## config.mk

```make
export PLATFORM = sky130hd
export DESIGN_NAME = restoring_divider_seq
export DESIGN_NICKNAME = d
export VERILOG_FILES = /design/src/rtl/restoring_divider_seq.sv
export SDC_FILE = /design/constraint.sdc
export NUM_CORES = 1
export LEC_CHECK = 0
export BUFFER_PORTS_ARGS = -buffer_cell sky130_fd_sc_hd__buf_2
export CORE_AREA = 2 2 98 81
export CTS_CLUSTER_DIAMETER = 40
export DETAILED_ROUTE_END_ITERATION = 10
export DIE_AREA = 0 0 100 83
export PLACE_DENSITY = 0.63
export SLEW_MARGIN = 20
export SYNTH_ARGS = -nofsm -noshare
export SYNTH_HDL_FRONTEND = slang
export SYNTH_SLANG_ARGS = --single-unit
```

## constraint.sdc

```tcl
create_clock -name clk -period 4 [get_ports clk]
set_input_delay 0.2 -clock clk [delete_from_list [all_inputs] [get_ports clk]]
set_output_delay 0.2 -clock clk [all_outputs]
set_load 0.02 [all_outputs]
```

## src/rtl/restoring_divider_seq.sv

```systemverilog
// restoring_divider_seq: unsigned restoring divider, one quotient bit per clock with start/done handshake
module restoring_divider_seq #(
  parameter int WIDTH = 8
) (
  input  logic             clk,
  input  logic             rst_n,
  input  logic             start,
  input  logic [WIDTH-1:0] dividend,
  input  logic [WIDTH-1:0] divisor,
  output logic             busy,
  output logic             done,
  output logic [WIDTH-1:0] quotient,
  output logic [WIDTH-1:0] remainder,
  output logic             div_by_zero
);
  localparam int CW = $clog2(WIDTH + 1);
  typedef enum logic [1:0] {IDLE, RUN, DONE} state_t;
  state_t state, state_nx;
  // The partial remainder always ends an iteration below the divisor, so its
  // top bit is zero and only WIDTH bits are kept; the shifted trial value is WIDTH+1 bits.
  logic [WIDTH-1:0] a, a_nx, q, q_nx, m;
  logic [WIDTH:0]   a_sh, t;
  logic [CW-1:0]    count;
  logic             zero, last;
  // One restoring iteration: shift {A,Q} left, trial-subtract M, keep or restore
  always_comb begin
    zero = divisor == '0;
    last = count == CW'(1);
    a_sh = {a, q[WIDTH-1]};
    t    = a_sh - {1'b0, m};
    a_nx = t[WIDTH] ? a_sh[WIDTH-1:0] : t[WIDTH-1:0];
    q_nx = {q[WIDTH-2:0], ~t[WIDTH]};
  end
  // Next-state: RUN ignores start; IDLE/DONE accept start, zero divisor skips to DONE
  always_comb begin
    state_nx = state;
    if (state == RUN) state_nx = last ? DONE : RUN;
    else if (start) state_nx = zero ? DONE : RUN;
    else if (state == DONE) state_nx = IDLE;
  end
  // State register
  always_ff @(posedge clk or negedge rst_n) begin
    if (!rst_n) state <= IDLE;
    else state <= state_nx;
  end
  // Datapath: load operands, iterate, and publish results on the final iteration
  always_ff @(posedge clk or negedge rst_n) begin
    if (!rst_n) begin
      a           <= '0;
      q           <= '0;
      m           <= '0;
      count       <= '0;
      quotient    <= '0;
      remainder   <= '0;
      div_by_zero <= 1'b0;
    end else if (state == RUN) begin
      a     <= a_nx;
      q     <= q_nx;
      count <= count - CW'(1);
      if (last) begin
        quotient    <= q_nx;
        remainder   <= a_nx;
        div_by_zero <= 1'b0;
      end
    end else if (start) begin
      if (zero) begin
        quotient    <= '1;
        remainder   <= dividend;
        div_by_zero <= 1'b1;
      end else begin
        a     <= '0;
        q     <= dividend;
        m     <= divisor;
        count <= CW'(WIDTH);
      end
    end
  end
  assign busy = state == RUN;
  assign done = state == DONE;
endmodule

```

==> out/results.ini <==
[floorplan]
rows=28
die_x_um=100
dieArea_sq_um=8300
coreArea_sq_um=7290
io_pins=38
initial_core_util_pct=34.3
die_h_um=83

[timing]
tns_ns=0
worst_slew_pin_slew_ns=0.685
finalCritPeriodShare_pct=64.8
finalSetupViolCount=0
hold_viol_final=0
slew_violations=0
grt_setup_unrepaired=false
slew_headroom_pct=54.3
max_freq_mhz=386
period_needed_ns=2.59
fin_skew_ns=0.0133

[setup_path]
crit_type=flop to flop
ff2ff_path_depth=10
cp-end-kind=flop
r2r_setup_slack_ns=1.41
crit_start=q[7]
path_cells=inv_1 -> ha_1 -> inv_1 -> fa_1 -> a211oi_4 -> nor2_1 -> or4_1 -> o211ai_1 -> o21a_1 -> o22a_1
cp.required_ns=4.24
worstPathArrival_ns=2.83
critPathMaxStageDelay_ns=0.48
cp_slowest_cell=or4_1
start_kind=flop
crit_path_max_fanout=4
rr_endpoint=remainder[4]
cpMostUsedCell=inv_1
r2r-start=q[7]

[clock_network]
cts.path.max_buffers=2
htree_levels=2
cts_setup_buffers=0
cts_tree=done
clkSinkCount=47
cts-root-buf=clkbuf_8
worstSkewPairLatency_ns=0.31
path_clk_slew_ns=0.09
cts-buffers-inserted=5

[cells_and_area]
drive_gt1_share_pct=21.2
fin_cells=387
final_cell_mix=dfrtp_1 (47), nand2_1 (44), buf_2 (36)
antennaDiodeCount=0
final_common_cell=dfrtp_1
fin_area_sq_um=2910
nNetsFinal=326
area_delta_synth_final_pct=16.5

[pwr]
p_leak_nw=1.31
ir_drop_v=0.000549
p_per_area_nw_per_um2=1030

[place]
dp.cells=378
hpwl_um=4290
placed_area_sq_um=2780
io_buffers=37
gp_congestion=0.798

[run_status]
status=completed

[flow_run]
timing.max_cap.violations=0

[logic_synthesis]
syn_area_sq_um=2500
synth_edf_count=0
ys_seq_area_share_pct=47.1
async_flop_share_pct=100
synth_top_cell_by_area=dfrtp_1
ys.flop_type=dfrtp_1
netlist.area_leader.share_pct=47.1
synth-seq-cells=47
ys_types=45
syn_area_per_cell_sq_um=9.76
synthCells=256
ys_warn_count=0
syn_nets=286
synthTopCellsByArea=dfrtp_1 (47%), nand2_1 (6.6%), ha_1 (5.0%)

[route]
drtIter0Drc=133
ant_nets=0
viasPerCell=5.21
drtPass1Iterations=4
wl_per_cell_um=15.2
via_count=2015
drc_errors=0
finalWirelength_um=5870

[grt]
grt_util_all_layers_pct=14.9
grt_start_max_net_pins=48
grt_pass1_vias=1934
grt_pass1_wl_um=9780
overflow=0
antenna_found_initial=0

[worst_hold_path]
hold_path_end=m[2]
min_path_cells=2
hp-start=divisor[2]
worstHoldPathType=input pin to flop

worst max-delay path: cells and delay by family, from the launching register on:
family,cells,cell delay [ns]
compound gates,4,0.83
fa+ha+maj,2,0.60
simple gates,2,0.59
flops,1,0.37
buf+inv,2,0.15
flip-flops by register name, indices dropped and copies added (netlist names):
register and cells:
a 8, quotient 8, state 2, remainder 8, m 8, q 8, div_by_zero 1, count 4
report_power, final:
group | switching (mW) | internal (mW)
Clock | 0.168 | 0.203
Combinational | 1.01 | 0.752
Sequential | 0.160 | 0.710
Total | 1.34 | 1.66
kinds of logic after synthesis:
family,count (synthesis),share of synthesized area (%)
xor+xnor,5,2.50
buf+inv,20,3.20
flops,47,47.1
compound gates,64,17.5
mux,13,5.76
simple gates,96,18.1
fa+ha+maj,11,5.81
cell type report:
class | count | area, sq um
Fill cell | 740 | 4380
Multi-Input combinational cell | 189 | 1240
Sequential cell | 47 | 1180
Timing Repair Buffer | 40 | 213
Tap cell | 90 | 113
Clock buffer | 6 | 82.6
Inverter | 13 | 48.8
Clock inverter | 2 | 35.0
synthesized netlist by cell type, drive strengths merged (2+ instances only):
cell type / instances
dfrtp: 47
nand2: 44
nor2: 23
o21ai: 18
a21oi: 12
inv: 12
ha: 10
nand3: 10
a31oi: 9
mux2: 8
o211ai: 8
a21o: 5
clkbuf: 5
mux2i: 5
o22a: 4
xnor2: 4
a32o: 3
nor3: 3
nor3b: 3
a211oi: 2
buf: 2
nand3b: 2
nand4b: 2
nor4: 2
nor4b: 2
metal layers:
layer / vias up / wire length (um) / part of all wire, % / track usage [%]
li1: 995 / - / - / -
met1: 955 / 2940 / 50 / 22.4
met2: 53 / 2540 / 43 / 21.1
met3: 12 / 278 / 4.7 / 3.03
met4: 0 / 106 / 1.8 / 5.11
met5: - / 0 / 0 / 0
metrics by stage:
| stage | hold slack [ns] | setup WS, ns | util (%) | total power, mW |
|---|---|---|---|---|
| 6_report | 0.139 | 1.41 | 39.9 | 3.01 |
| 5_1_grt | 0.125 | 1.20 | 39.9 | 3.28 |
| 2_1_floorplan | -0.0956 | 1.67 | - | 2.23 |
| 3_3_place_gp | 0.448 | 1.48 | 38.2 | 2.61 |
| 3_5_place_dp | 0.457 | 1.44 | 38.2 | 2.64 |
| 4_1_cts | 0.122 | 1.40 | 39.8 | 3.03 |
how the worst max path moves through the flow:
stage | endpoint | cells after the start
after floorplan | remainder[0] | 10
after global placement | remainder[4] | 10
after detailed placement | remainder[5] | 10
after CTS | remainder[4] | 10
after global routing | remainder[5] | 10
final | remainder[4] | 10
timing repair:
item / 4_1_cts / 5_1_grt
endpoints found under the hold margin: 0 / 47
hold buffers: 0 / 1
gates resized for setup: 0 / 0
Power figures use the tool's default switching activity.
